`config.mk`:
```
export PLATFORM = sky130hd
export DESIGN_NAME = adder_rr_arbiter
export DESIGN_NICKNAME = d
export VERILOG_FILES = /design/src/rtl/adder_rr_arbiter.sv
export SDC_FILE = /design/constraint.sdc
export NUM_CORES = 1
export LEC_CHECK = 0
export ABC_AREA = 1
export CELL_PAD_IN_SITES_DETAIL_PLACEMENT = 1
export CELL_PAD_IN_SITES_GLOBAL_PLACEMENT = 1
export CORE_MARGIN = 2
export CORE_UTILIZATION = 27
export CTS_CLUSTER_DIAMETER = 50
export DETAILED_ROUTE_END_ITERATION = 12
export GPL_TIMING_DRIVEN = 0
export PLACE_DENSITY = 0.76
export SLEW_MARGIN = 10
export SYNTH_ARGS = -nofsm -noshare
export SYNTH_HDL_FRONTEND = slang
export SYNTH_SLANG_ARGS = --single-unit
```
`constraint.sdc`:
```
create_clock -name clk_i -period 1.9 [get_ports clk_i]
set_clock_uncertainty 0.2 [all_clocks]
set_input_delay 0.285 -clock clk_i [delete_from_list [all_inputs] [get_ports clk_i]]
set_output_delay 0.285 -clock clk_i [all_outputs]
set_load 0.03 [all_outputs]
```
`src/rtl/adder_rr_arbiter.sv`:
```
// One shared DATA_W-bit adder time-multiplexed among N_REQ requesters.
// Round-robin grant, registered operands, registered result with valid/ready.
module adder_rr_arbiter #(
   parameter int unsigned DATA_W = 32,
   parameter int unsigned N_REQ  = 4,
   parameter int unsigned ID_W   = 2
) (
   input  logic                      clk_i,
   input  logic                      rst_i,
   input  logic [N_REQ-1:0]          req_i,
   input  logic [N_REQ*DATA_W-1:0]   src1_i,
   input  logic [N_REQ*DATA_W-1:0]   src2_i,
   output logic [N_REQ-1:0]          gnt_o,
   output logic [DATA_W-1:0]         sum_o,
   output logic                      carry_o,
   output logic                      ovf_o,
   output logic [ID_W-1:0]           id_o,
   output logic                      valid_o,
   input  logic                      ready_i
);

   typedef enum logic [1:0] {IDLE, CALC, HOLD} state_e;

   state_e              state_q, state_d;
   logic [ID_W-1:0]     ptr_q, ptr_d;
   logic [DATA_W-1:0]   op1_q, op1_d;
   logic [DATA_W-1:0]   op2_q, op2_d;
   logic [ID_W-1:0]     cap_id_q, cap_id_d;
   logic [N_REQ-1:0]    gnt_q, gnt_d;
   logic                valid_q, valid_d;
   logic [DATA_W-1:0]   sum_q, sum_d;
   logic                carry_q, carry_d;
   logic                ovf_q, ovf_d;
   logic [ID_W-1:0]     id_q, id_d;

   logic [N_REQ-1:0]    hi_req_c;
   logic                win_found_c;
   logic [ID_W-1:0]     win_id_c;
   logic [DATA_W-1:0]   win_op1_c;
   logic [DATA_W-1:0]   win_op2_c;
   logic [DATA_W:0]     add_full_c;
   logic                add_ovf_c;

   // Round-robin pick: lowest request at or above ptr, else lowest overall.
   always_comb begin
      hi_req_c    = '0;
      win_found_c = 1'b0;
      win_id_c    = '0;
      for (int unsigned i = 0; i < N_REQ; i++) begin
         hi_req_c[i] = req_i[i] && (ID_W'(i) >= ptr_q);
      end
      for (int unsigned i = 0; i < N_REQ; i++) begin
         if (!win_found_c && hi_req_c[i]) begin
            win_id_c    = ID_W'(i);
            win_found_c = 1'b1;
         end
      end
      for (int unsigned i = 0; i < N_REQ; i++) begin
         if (!win_found_c && req_i[i]) begin
            win_id_c    = ID_W'(i);
            win_found_c = 1'b1;
         end
      end
   end

   // Operand mux for the winning requester.
   always_comb begin
      win_op1_c = '0;
      win_op2_c = '0;
      for (int unsigned i = 0; i < N_REQ; i++) begin
         if (ID_W'(i) == win_id_c) begin
            win_op1_c = src1_i[i*DATA_W +: DATA_W];
            win_op2_c = src2_i[i*DATA_W +: DATA_W];
         end
      end
   end

   // The shared adder, fed only from the operand registers.
   always_comb begin
      add_full_c = {1'b0, op1_q} + {1'b0, op2_q};
      add_ovf_c  = (op1_q[DATA_W-1] == op2_q[DATA_W-1]) &&
                   (add_full_c[DATA_W-1] != op1_q[DATA_W-1]);
   end

   always_comb begin
      state_d  = state_q;
      ptr_d    = ptr_q;
      op1_d    = op1_q;
      op2_d    = op2_q;
      cap_id_d = cap_id_q;
      gnt_d    = '0;
      valid_d  = valid_q;
      sum_d    = sum_q;
      carry_d  = carry_q;
      ovf_d    = ovf_q;
      id_d     = id_q;
      case (state_q)
         IDLE: begin
            if (win_found_c) begin
               op1_d    = win_op1_c;
               op2_d    = win_op2_c;
               cap_id_d = win_id_c;
               gnt_d    = N_REQ'(1) << win_id_c;
               state_d  = CALC;
            end
         end
         CALC: begin
            sum_d   = add_full_c[DATA_W-1:0];
            carry_d = add_full_c[DATA_W];
            ovf_d   = add_ovf_c;
            id_d    = cap_id_q;
            valid_d = 1'b1;
            state_d = HOLD;
         end
         HOLD: begin
            if (ready_i) begin
               valid_d = 1'b0;
               ptr_d   = (id_q == ID_W'(N_REQ-1)) ? '0 : id_q + ID_W'(1);
               state_d = IDLE;
            end
         end
         default: state_d = IDLE;
      endcase
   end

   always_ff @(posedge clk_i) begin
      if (rst_i) begin
         state_q  <= IDLE;
         ptr_q    <= '0;
         op1_q    <= '0;
         op2_q    <= '0;
         cap_id_q <= '0;
         gnt_q    <= '0;
         valid_q  <= 1'b0;
         sum_q    <= '0;
         carry_q  <= 1'b0;
         ovf_q    <= 1'b0;
         id_q     <= '0;
      end else begin
         state_q  <= state_d;
         ptr_q    <= ptr_d;
         op1_q    <= op1_d;
         op2_q    <= op2_d;
         cap_id_q <= cap_id_d;
         gnt_q    <= gnt_d;
         valid_q  <= valid_d;
         sum_q    <= sum_d;
         carry_q  <= carry_d;
         ovf_q    <= ovf_d;
         id_q     <= id_d;
      end
   end

   assign gnt_o   = gnt_q;
   assign valid_o = valid_q;
   assign sum_o   = sum_q;
   assign carry_o = carry_q;
   assign ovf_o   = ovf_q;
   assign id_o    = id_q;

endmodule

```
; ---- Yosys cells after proc, flatten, opt, wreduce, memory -nomap -nowiden
; Index checks and enable logic that the tools add are counted.
[classes]
n_bitwise = 2
n_mux = 29
addsub = 2
shift = 1
reduce_logical = 27
eq_ne = 10
order_cmp = 4
[ops]
columns = cell, n
row1 = $mux W32, 8
row2 = $add A32 B32 Y33, 1
row3 = $mux W2, 9
row4 = $logic_and A1 B1 Y1, 12
row5 = $mux W1, 10
row6 = $reduce_and A2 Y1, 4
row7 = $logic_not A1 Y1, 7
row8 = $pmux W2 S3, 1
row9 = $eq A2 B2 Y1 const A, 2
row10 = $eq A2 B2 Y1 const B, 2
row11 = $ge A1 B2 Y1 const A, 2
row12 = $ge A2 B2 Y1 const A, 2
row13 = $logic_not A2 Y1, 2
row14 = $ne A2 B2 Y1 const B, 2
row15 = $shl A1 B2 Y4 const A, 1
row16 = $reduce_or A3 Y1, 1
row17 = $add A2 B1 Y2 const B, 1
row18 = $eq A1 B2 Y1 const A, 1
row19 = $eq A2 B1 Y1 const B, 1
row20 = $not A1 Y1, 2
row21 = $pmux W1 S2, 1
row22 = $reduce_bool A2 Y1, 1
row23 = $eq A1 B1 Y1, 1
row24 = $ne A1 B1 Y1, 1
[totals]
regBits = 111
elab_cells = 86
out_inout_bits = 41

; ---- Depth between registers and ports, before layout
; Gate-level depths: netlist of run 1.
[depth]
word_depth = 29
depth_mapped = 14

; ---- Least setup slack after synthesis of run 1
; OpenSTA, ideal clock, no wires.
[synth_path]
kind = reg-to-reg
startpoint = register op1_q[0]
endpoint = register sum_q[20] (netlist: sum_o[20])
required_ns = 1.585
path_buffers = 0
setup_ns = 0.115
t_arrival_ns = 1.689
slack_ns = -0.104
path_stages_with_launch = 14
cell_sequence = dfxtp_1 ha_1 inv_1 fa_1 inv_1 nand3_1 nand3_1 nand3_1 nand3_1 nand2_1 nand2_1 nor2_1 o21ai_0 inv_1
[synth_between]
elab_chain_cells = 1
[synth_rtl]
columns = item, line
row1 = start: declaration, 26  ; logic [DATA_W-1:0] op1_q, op1_d;
row2 = start signal: assignment, 142  ; op1_q <= op1_d;
row3 = $add A32 B32 Y33, 80  ; add_full_c = {1'b0, op1_q} + {1'b0, op2_q};
row4 = end signal: assignment, 147  ; sum_q <= sum_d;
row5 = end: declaration, 31  ; logic [DATA_W-1:0] sum_q, sum_d;
; Every way passes these cells.
; A chain may end at the register's enable or synchronous reset.

; ---- Worst setup path in the final report of run 1
[layout_path]
startpoint = register op1_q[4]
endpoint = register sum_q[19] (netlist: sum_o[19])
; The elaborated chain is that of the path after synthesis.

==> results of run 1 <==
==> layout make-up <==
type / count / area [sq um] / share of cell area (%)
sequential: 111 / 2321 / 15.33
clock buffer: 9 / 225.2 / 1.487
timing repair buffer: 343 / 3462 / 22.86
tap: 390 / 488.0 / 3.222
clock inverter: 7 / 103.9 / 0.6857
buffer: 79 / 758.2 / 5.007
multi-input combinational: 1087 / 7340 / 48.46
antenna: 5 / 12.51 / 0.08262
inverter: 113 / 434.2 / 2.867
==> sequential cells by signal, indices dropped and copies added, names as in the netlist <==
| name | flops |
|---|---|
| sum_o | 32 |
| ovf_o | 1 |
| cap_id_q | 2 |
| id_o | 2 |
| ptr_q | 2 |
| carry_o | 1 |
| valid_o | 1 |
| op2_q | 32 |
| state_q | 2 |
| gnt_o | 4 |
| op1_q | 32 |
==> timing repair <==
item | CTS | global route
pin swaps | 72 | 114
setup endpoints to repair | 106 | 117
setup buffers | 21 | 16
gates cloned | 0 | 3
resized for setup | 367 | 412
==> routing by layer <==
layer | global-route usage (%) | up-vias
li1 | - | 5237
met1 | 31.06 | 5342
met2 | 47.17 | 486
met3 | 4.220 | 141
met4 | 10.54 | 0
met5 | 0 | -
==> metrics by stage <==
| stage | worst slack (ps) | instance area, sq um |
|---|---|---|
| 2_1_floorplan | 3.419 | 8233 |
| 3_3_place_gp | -732.7 | 11750 |
| 3_5_place_dp | -792.1 | 11750 |
| 4_1_cts | -126.6 | 13580 |
| 5_1_grt | -330.6 | 15140 |
| 6_report | -310.1 | 15140 |
==> critical path, stage by stage, from the launching register on <==
cell and delay (ps):
dfxtp_4 360, ha_4 280, nand2_4 100, nand2_4 60, a21oi_4 190, nand2_4 100, nand2_4 90, nand2_4 80
nand2_1 110, inv_1 70, o21bai_1 140, nand3_1 160, nand2_1 110, inv_1 50
==> how the worst max path moves through the flow <==
stage / from / to / slack [ps]
after floorplan: op2_q[0] / sum_o[20] / 3
after global placement: req_i[0] / op1_q[15] / -730
after detailed placement: req_i[2] / op1_q[14] / -790
after CTS: ptr_q[1] / op1_q[5] / -130
after global routing: op1_q[4] / sum_o[19] / -330
final: op1_q[4] / sum_o[19] / -310
==> power groups by stage <==
stage / combinational (uW) / clock [uW] / sequential, uW
6_report: 5970 / 2180 / 3040
5_1_grt: 6360 / 2310 / 3070
4_1_cts: 4850 / 2180 / 2980
3_5_place_dp: 4040 / 0 / 2920
3_3_place_gp: 3970 / 0 / 2910
2_1_floorplan: 2140 / 0 / 3050
==> cell usage after synthesis (2+ instances only) <==
master	n	area, sq um
inv_2	3	11.26
nor2_4	2	22.52
dfxtp_1	111	2222
clkbuf_1	24	90.09
o21bai_1	9	67.56
buf_2	42	210.2
nor2_1	237	889.6
nand3b_1	3	22.52
nand2_4	2	22.52
nand2_1	325	1220
nor3_1	6	30.03
a21oi_1	40	200.2
xor2_1	12	105.1
o21ai_0	99	495.5
and2_1	2	12.51
nand4_1	4	25.02
nand3_1	303	1516
inv_1	109	409.1
buf_6	6	67.56
buf_4	6	45.04
ha_1	33	412.9
==> kinds of logic (layout without fill, tap and decap cells) <==
| logic type | Yosys count | in the layout |
|---|---|---|
| buf+inv | 192 | 551 |
| simple gates | 888 | 888 |
| other cells | 0 | 5 |
| compound gates | 152 | 152 |
| fa+ha+maj | 34 | 34 |
| xor+xnor | 13 | 13 |
| flops | 111 | 111 |
==> flow_metrics.tcl, run 1 <==
set metrics [dict create \
    status "finished with violations" \
    violations "negative setup slack" \
    synth_top_family_by_area "simple AND/OR/NAND/NOR gates" \
    ys_ff_latch 111 \
    port_buffers 303 \
    powerDensity_nw_per_um2 738.7 \
    nNetsFinal 2041 \
    dieWidth_um 178.3 \
    rows 63 \
    period_minus_slack_ps 2210 \
    cap_violations 0 \
    core_area_sq_um 29800 \
    fillers 3640 \
    synth_compound_area_share_pct 9.661 \
    synth_enable_flop_cells 0 \
    cts_buffers 9 \
    seqPwrFrac_pct 27.1 \
    holdPathEnd "valid_o" \
    place_inst 2083 \
    crit_type "flop to flop" \
    fin_ws_ps -310.1 \
    grt_pass1_wl_um 63640 \
    synthArstFlopShare_pct 0 \
    power_uw 11190 \
    pwr-share-comb_pct 53.3 \
    drt-pass1-iter-count 6 \
    clockBufferDepth 2 \
    viasPerCell 5.227 \
    drtIter0Drc 616 \
    die-area_sq_um 31770 \
    slew_viol_final 0 \
    seq_area_frac_synth_pct 27.11 \
    cp.required_ps 1970 \
    cts_sinks 111 \
    start_kind "flop" \
    gp_congestion 0.9312 \
    fin_hold_ws_ps 273.6 \
    synth_fa_ha_area_share_pct 5.281 \
    antenna_found_initial 5 \
    grt_setup_unrepaired "true" \
    ir_worst_vdd_uv 396.6 \
    htree_levels 3 \
    drive_gt1_share_pct 33.56 \
    netlist_area_sq_um 8198 \
    p_int_uw 6464 \
    final_hold_viol_count 0 \
    clk_pin_slew_worst_paths_ps 80 \
    r2r_start "op1_q[4]" \
    synthMuxAreaShare_pct 0 \
    worstPathArrival_ps 2280 \
    wl_met1_um 18280 \
    ys.flop_type "dfxtp_1" \
    wl_met3_um 2673 \
    num_vias 11210 \
    max-slew-margin-rel_pct 54.93 \
    reg2reg_to "sum_o[19]" \
    tns_ps -9311 \
    grt_pass1_vias 11470 \
    final_common_cell "clkdlybuf4s50_1" \
    cts-root-buf "clkbuf_16" \
    yosys.area_share.simple_pct 46.31 \
    synth_nets 1687 \
    worst_pin_slew_ps 676.0 \
    syn_to_final_growth_pct 84.74 \
    drt-total-wl_um 46400 \
    ant_nets 0 \
    hpwl_um 33200 \
    die_y_um 178.3 \
    wl_met2_um 23430 \
    grt_max_degree 20 \
    p_sw_uw 4723 \
    max_freq_mhz 452.5 \
    finish.utilization_pct 50.83 \
    clkPwrFrac_pct 19.5 \
    top_layer "met4" \
    initial_core_util_pct 27.51 \
    crit_path_end_kind "flop" \
    grtUsageTotal_pct 26.27 \
    synth_xor_area_share_pct 1.389 \
    netlist_instances 1390 \
    reg2regPathDepth 13 \
    synth_warnings 0 \
    wire_per_inst_um 21.64 \
    period_share_pct 116.3 \
    gr-total-overflow 0 \
    ff2ff_setup_slack_ps -310 \
    drc 0 \
    clock_latency_ps 370 \
    layout_common_cells "272 x clkdlybuf4s50_1, 204 x nand2_1, 193 x nand3_1, 161 x nor2_1, 99 x inv_1" \
    cts_tree "yes" \
    path_max_fanout 4 \
    syn_area_per_cell_sq_um 5.898 \
    worstHoldStart "valid_o" \
    swShare_pct 42.22 \
    p_leak_uw 0.007114 \
    final_cells 2144 \
    whs_path_depth 2 \
    ctsHoldBuffers 0 \
    setup_violations 93 \
    ios 304 \
    hold_class "flop to flop" \
    ys_types 33 \
]
Power figures use the tool's default switching activity.
==> run 2, diff against run 1 <==
--- a/config.mk
+++ b/config.mk
@@ -6,14 +6,16 @@
 export NUM_CORES = 1
 export LEC_CHECK = 0
 export ABC_AREA = 1
+export CAP_MARGIN = 25
 export CELL_PAD_IN_SITES_DETAIL_PLACEMENT = 1
 export CELL_PAD_IN_SITES_GLOBAL_PLACEMENT = 1
 export CORE_MARGIN = 2
-export CORE_UTILIZATION = 27
+export CORE_UTILIZATION = 30
 export CTS_CLUSTER_DIAMETER = 50
 export DETAILED_ROUTE_END_ITERATION = 12
+export DONT_BUFFER_PORTS = 1
 export GPL_TIMING_DRIVEN = 0
-export PLACE_DENSITY = 0.76
+export PLACE_DENSITY = 0.58
 export SLEW_MARGIN = 10
 export SYNTH_ARGS = -nofsm -noshare
 export SYNTH_HDL_FRONTEND = slang
==> constraint.sdc (replaced) <==
create_clock -name clk_i -period 2.8 [get_ports clk_i]
set_clock_uncertainty 0.2 [all_clocks]
set_input_delay 0.42 -clock clk_i [delete_from_list [all_inputs] [get_ports clk_i]]
set_output_delay 0.42 -clock clk_i [all_outputs]
set_load 0.03 [all_outputs]
==> run 2 against run 1 <==
  * The flow now finishes without violations
  * Sequential cell count unchanged
  * Maximum frequency decreased by 8.7%
  * Critical path depth unchanged
  * Non-clock buffer count decreased by 343
  * Setup slack improved by 690 ps
  * Combinational power decreased by 65%
  * Register-to-register slack improved by 690 ps
  * Design area decreased by 41%
  * Largest cell class unchanged
  * Largest power group is now sequential cells
==> flow_metrics.tcl, run 2 (same netlist as run 1, synthesis figures left out) <==
set metrics [dict create \
    status "finished, final reports clean" \
    gp_congestion 0.9147 \
    crit_path_cell_trace "ha_1, inv_1, fa_1, inv_1, nand2_1, nand3_1, nand3_1, nand2_1, nand2_1, nand3_1, nand3_1, nand2_1, inv_1" \
    holdPathEnd "state_q[1]" \
    r2r_start "op2_q[0]" \
    max-slew-margin-rel_pct 52.26 \
    period_minus_slack_ps 2421 \
    fin_ws_ps 379.0 \
    grtUsageTotal_pct 25.37 \
    syn_to_final_growth_pct 9.234 \
    max_freq_mhz 413.0 \
    drt-pass1-iter-count 6 \
    cts_sinks 111 \
    powerDensity_nw_per_um2 627.9 \
    final_common_cell "nand2_1" \
    worstHoldStart "ready_i" \
    grt_setup_unrepaired "false" \
    final_cells 1750 \
    cts.repair.resized 0 \
    start_kind "flop" \
    worst_pin_slew_ps 716.1 \
    clk_pin_slew_worst_paths_ps 80 \
    pre_cts_ws_ps 405.4 \
    cts-root-buf "clkbuf_16" \
    cts_setup_buffers 0 \
    cts_tree "yes" \
    grt_max_degree 21 \
    core_area_sq_um 26880 \
    cp.required_ps 2870 \
    ios 304 \
    antenna_found_initial 3 \
    dieWidth_um 169.3 \
    cap_violations 0 \
    ir_worst_vdd_uv 276.9 \
    die_y_um 169.3 \
    slew_viol_final 0 \
    drtIter0Drc 360 \
    critPathSlowestCell "fa_1" \
    drt-total-wl_um 36590 \
    cpPeakStageDelay_ps 400 \
    drive_gt1_share_pct 5.690 \
    layout_common_cells "325 x nand2_1, 303 x nand3_1, 237 x nor2_1, 111 x dfxtp_1, 109 x inv_1" \
    clock_latency_ps 370 \
    reg2regPathDepth 13 \
    period_share_pct 86.47 \
    hpwl_um 31210 \
    rows 60 \
    reg2reg_to "sum_o[18]" \
    ant_nets 0 \
    initial_core_util_pct 30.50 \
    cts_buffers 9 \
    crit_path_end_kind "flop" \
    num_vias 9003 \
    finish.utilization_pct 33.32 \
    wire_per_inst_um 20.91 \
    grt_pass1_wl_um 55270 \
    hold_class "primary input to flop" \
    final_hold_viol_count 0 \
    gr-total-overflow 0 \
    htree_levels 3 \
    crit_type "flop to flop" \
    drc 0 \
    worstPathArrival_ps 2500 \
    grt_pass1_vias 9334 \
    clockBufferDepth 2 \
    port_buffers 0 \
    place_inst 1731 \
    path_max_fanout 4 \
    ctsHoldBuffers 0 \
    nNetsFinal 1698 \
    p_leak_uw 0.004447 \
    viasPerCell 5.145 \
    crit_buf_inv 3 \
    die-area_sq_um 28660 \
    tns_ps 0 \
    critPathTopFamily "simple AND/OR/NAND/NOR gates" \
    setup_violations 0 \
    ff2ff_setup_slack_ps 380 \
    whs_path_depth 2 \
]
[run 2: cell types whose count changed in the layout (fill, tap and decap cells not counted), sizes merged, moves of 2 or more]
cell           change
clkdlybuf4s50    -272
diode              -2
inv                +2
buf               -40
clkinvlp           -2
dlymetal6s2s      -21
dlygate4sd2       -10
[run 2: worst max-delay path by stage]
| stage | from | cells after the start | to | slack [ps] |
|---|---|---|---|---|
| 2_1_floorplan | op1_q[0] | 13 | sum_o[20] | 800 |
| 3_3_place_gp | op2_q[0] | 13 | sum_o[18] | 400 |
| 3_5_place_dp | op2_q[0] | 13 | sum_o[18] | 410 |
| 4_1_cts | op2_q[0] | 13 | sum_o[18] | 380 |
| 5_1_grt | op2_q[0] | 13 | sum_o[18] | 180 |
| 6_report | op2_q[0] | 13 | sum_o[18] | 380 |
[run 2: worst register-to-register path: stages (launching register included)]
cell and delay, ps:
dfxtp_1 380, ha_1 220, inv_1 80, fa_1 400, inv_1 90, nand2_1 50, nand3_1 170, nand3_1 100
nand2_1 190, nand2_1 100, nand3_1 90, nand3_1 130, nand2_1 100, inv_1 40
[run 2: metal layers]
metal  up-vias  GRT usage, %  share of wire, %
li1       4542             -                 -
met5         -             0                 0
met4         0         7.618               2.7
met2       237         43.34                47
met1      4177         32.37                45
met3        47         4.874               5.3
[run 2: per-stage QoR]
stage	cell area, sq um	total power, uW	hold WS, ps
floorplan	8198	3511	244.7
global placement	8625	4191	263.3
detailed placement	8625	4223	270.9
CTS	8947	5674	20.55
global route	8955	6037	16.73
finish	8955	5623	27.56
[run 2: final cells by class]
type,instances,area [sq um]
Multi-Input combinational cell,1087,5135
Inverter,113,424.2
Buffer,79,416.7
Fill cell,3644,17920
Sequential cell,111,2222
Clock inverter,6,83.83
Clock buffer,10,239.0
Tap cell,341,426.7
Antenna cell,3,7.507
[run 2: report_power, final]
group | total [uW] | switching, uW | leakage, uW | internal, uW
combinational | 2090 | 1420 | 0.00337 | 663
clock | 1440 | 688 | 0.000161 | 748
sequential | 2100 | 303 | 0.000919 | 1800
==> run 3, diff against run 2 <==
--- a/config.mk
+++ b/config.mk
@@ -5,7 +5,6 @@
 export SDC_FILE = /design/constraint.sdc
 export NUM_CORES = 1
 export LEC_CHECK = 0
-export ABC_AREA = 1
 export CAP_MARGIN = 25
 export CELL_PAD_IN_SITES_DETAIL_PLACEMENT = 1
 export CELL_PAD_IN_SITES_GLOBAL_PLACEMENT = 1
@@ -15,7 +14,7 @@
 export DETAILED_ROUTE_END_ITERATION = 12
 export DONT_BUFFER_PORTS = 1
 export GPL_TIMING_DRIVEN = 0
-export PLACE_DENSITY = 0.58
+export PLACE_DENSITY = 0.56
 export SLEW_MARGIN = 10
 export SYNTH_ARGS = -nofsm -noshare
 export SYNTH_HDL_FRONTEND = slang
==> run 3 against run 2 <==
  * Utilization is 1.8 points higher
  * Maximum frequency down 11%
  * Clock power is 8% higher
  * Critical path type unchanged
  * Largest cell class unchanged
==> flow_metrics.tcl, run 3 <==
set metrics [dict create \
    seq_area_frac_synth_pct 29.90 \
    synth_top_area_cell "dfxtp_1" \
    hold_class "primary input to flop" \
    ir_worst_vdd_uv 345.1 \
    finish.utilization_pct 35.07 \
    viasPerCell 5.641 \
    path_max_fanout 10 \
    final_cells 1366 \
    yosysMostFrequentCell "nand2_1" \
    max_freq_mhz 369.0 \
    clk_pin_slew_worst_paths_ps 80 \
    pwr-share-comb_pct 31.3 \
    reg2regPathDepth 9 \
    ys_ff_latch 111 \
    synth_area_leaders "dfxtp_1 30%, nand2_1 9.0%, a21oi_1 8.1%, a311oi_1 7.8%, a211oi_1 7.4%" \
    synth_nets 1316 \
    ff2ff_setup_slack_ps 90 \
    worstHoldStart "ready_i" \
    holdPathEnd "state_q[1]" \
    nNetsFinal 1332 \
    num_vias 7705 \
    drc 0 \
    reg2reg_to "op1_q[18]" \
    grt_pass1_vias 7815 \
    setup_violations 0 \
    htree_levels 3 \
    final_hold_viol_count 0 \
    p_sw_uw 1977 \
    synth_common_cells "178 x nand2_1, 120 x a21oi_1, 111 x dfxtp_1" \
    p_leak_uw 0.003129 \
    drtIter0Drc 443 \
    rows 57 \
    drive_gt1_share_pct 10.10 \
    cts_tree "yes" \
    ctsHoldBuffers 0 \
    gr-total-overflow 0 \
    die-area_sq_um 26050 \
    drt-pass1-iter-count 5 \
    fin_hold_ws_ps 46.15 \
    crit_type "flop to flop" \
    whs_path_depth 2 \
    placed_area_sq_um 7836 \
    cap_violations 0 \
    worst_pin_slew_ps 743.2 \
    die_y_um 161.4 \
    stdcell_area_sq_um 8529 \
    port_buffers 0 \
    max-slew-margin-rel_pct 50.45 \
    ys_types 54 \
    dieWidth_um 161.4 \
    ys.flop_type "dfxtp_1" \
    start_kind "flop" \
    clockBufferDepth 2 \
    grt_pass1_wl_um 49560 \
    synth_warnings 0 \
    syn_to_final_growth_pct 14.78 \
    drt-total-wl_um 33430 \
    clkPwrFrac_pct 29.9 \
    slew_viol_final 0 \
    power_uw 5215 \
    seqPwrFrac_pct 38.8 \
    gp_congestion 0.8941 \
    wire_per_inst_um 24.47 \
    netlist_instances 1019 \
    ant_nets 0 \
    r2r_start "ptr_q[1]" \
    status "finished, final reports clean" \
    crit_path_end_kind "flop" \
    swShare_pct 37.91 \
    cts-root-buf "clkbuf_16" \
    cts_buffers 9 \
    grt_max_degree 20 \
    grtUsageTotal_pct 25.19 \
    antenna_found_initial 3 \
    synth_top_cell_area_share_pct 29.90 \
    period_share_pct 96.78 \
    clock_latency_ps 370 \
    hpwl_um 27690 \
    synthArstFlopShare_pct 0 \
    place_inst 1343 \
    final_common_cell "nand2_1" \
    syn_area_per_cell_sq_um 7.292 \
    core_area_sq_um 24320 \
    powerDensity_nw_per_um2 611.4 \
    ios 304 \
    grt_setup_unrepaired "true" \
    period_minus_slack_ps 2710 \
    cp.required_ps 2900 \
    cts_sinks 111 \
    netlist_area_sq_um 7431 \
    p_int_uw 3238 \
    worstPathArrival_ps 2810 \
    initial_core_util_pct 30.56 \
    synth_enable_flop_cells 0 \
    layout_common_cells "178 x nand2_1, 115 x a21oi_1, 107 x dfxtp_1, 101 x nor2_1, 70 x a211oi_1" \
]
-- run 3: cell types whose count changed after synthesis, sizes merged, moves of 65 or more --
cell,previous run,this run
nand2,327,178
and2,2,67
a311oi,0,67
a211oi,0,73
nand3,304,18
o21ai,99,19
a21oi,40,120
inv,112,19
nor2,239,101
-- run 3: worst max path at each step --
stage | from | to | slack, ps | depth (start not counted)
after CTS | op2_q[22] | sum_o[29] | 2 | 10
after floorplan | op1_q[22] | sum_o[31] | 310 | 10
after global placement | ptr_q[1] | op1_q[0] | -380 | 10
after detailed placement | ptr_q[1] | op2_q[21] | -490 | 10
final | ptr_q[1] | op1_q[18] | 90 | 9
after global routing | op2_q[1] | sum_o[29] | -40 | 10
-- run 3: per-stage QoR --
stage | setup TNS [ps] | setup WS [ps]
after CTS | 0 | 1.799
after detailed placement | -18980 | -489.6
after global placement | -13520 | -379.8
final | 0 | 90.19
after global routing | -54.49 | -39.05
after floorplan | 0 | 308.3
-- run 3: cell families (layout without fill, tap and decap cells) --
group	Yosys count	after routing	synth area share, %
buffers and inverters	102	123	5.472
adders and majority gates	34	34	5.826
and+or+nand+nor	413	413	24.92
AOI/OAI and AO/OA	335	335	31.02
xor gates and xnor gates	22	22	2.593
muxes	2	2	0.2694
DFF	111	111	29.90
other	0	2	0
-- run 3: repair_timing --
action / CTS / global route
setup buffers: 4 / 3
gates resized for setup: 25 / 54
setup endpoints to repair: 77 / 73
cloned: 0 / 0
pin swaps: 4 / 13
-- run 3: cell type report --
class                           instances  area (sq um)
Fill cell                            3016         15790
Multi-Input combinational cell        806          5054
Sequential cell                       111          2227
Tap cell                              324         405.4
Buffer                                 81         360.3
Clock buffer                            9         225.2
Clock inverter                          7         128.9
Inverter                               19         71.32
Timing Repair Buffer                    7         52.55
Antenna cell                            2         5.005
-- run 3: power by group through the flow --
stage / logic (uW) / clock network, uW / registers, uW
after global placement: 1530 / 0 / 2050
after CTS: 1570 / 1600 / 2020
final: 1630 / 1560 / 2030
after global routing: 1810 / 1650 / 2050
after detailed placement: 1540 / 0 / 2060
after floorplan: 1100 / 0 / 1980
-- run 3: routing by layer --
layer	part of all wire (%)	routed length [um]	GRT usage (%)
met5	0.048	16	0
met4	2.0	669	7.021
met3	5.5	1843	4.648
met2	47	15600	41.45
met1	46	15300	33.78
-- run 3: critical path, stage by stage, from the launching register on --
cell	delay, ps
dfxtp_2	380
a21o_1	170
a21oi_1	230
o22a_1	260
buf_2	310
buf_2	340
nand2_1	120
a311oi_1	470
a21oi_1	80
nor2_1	100
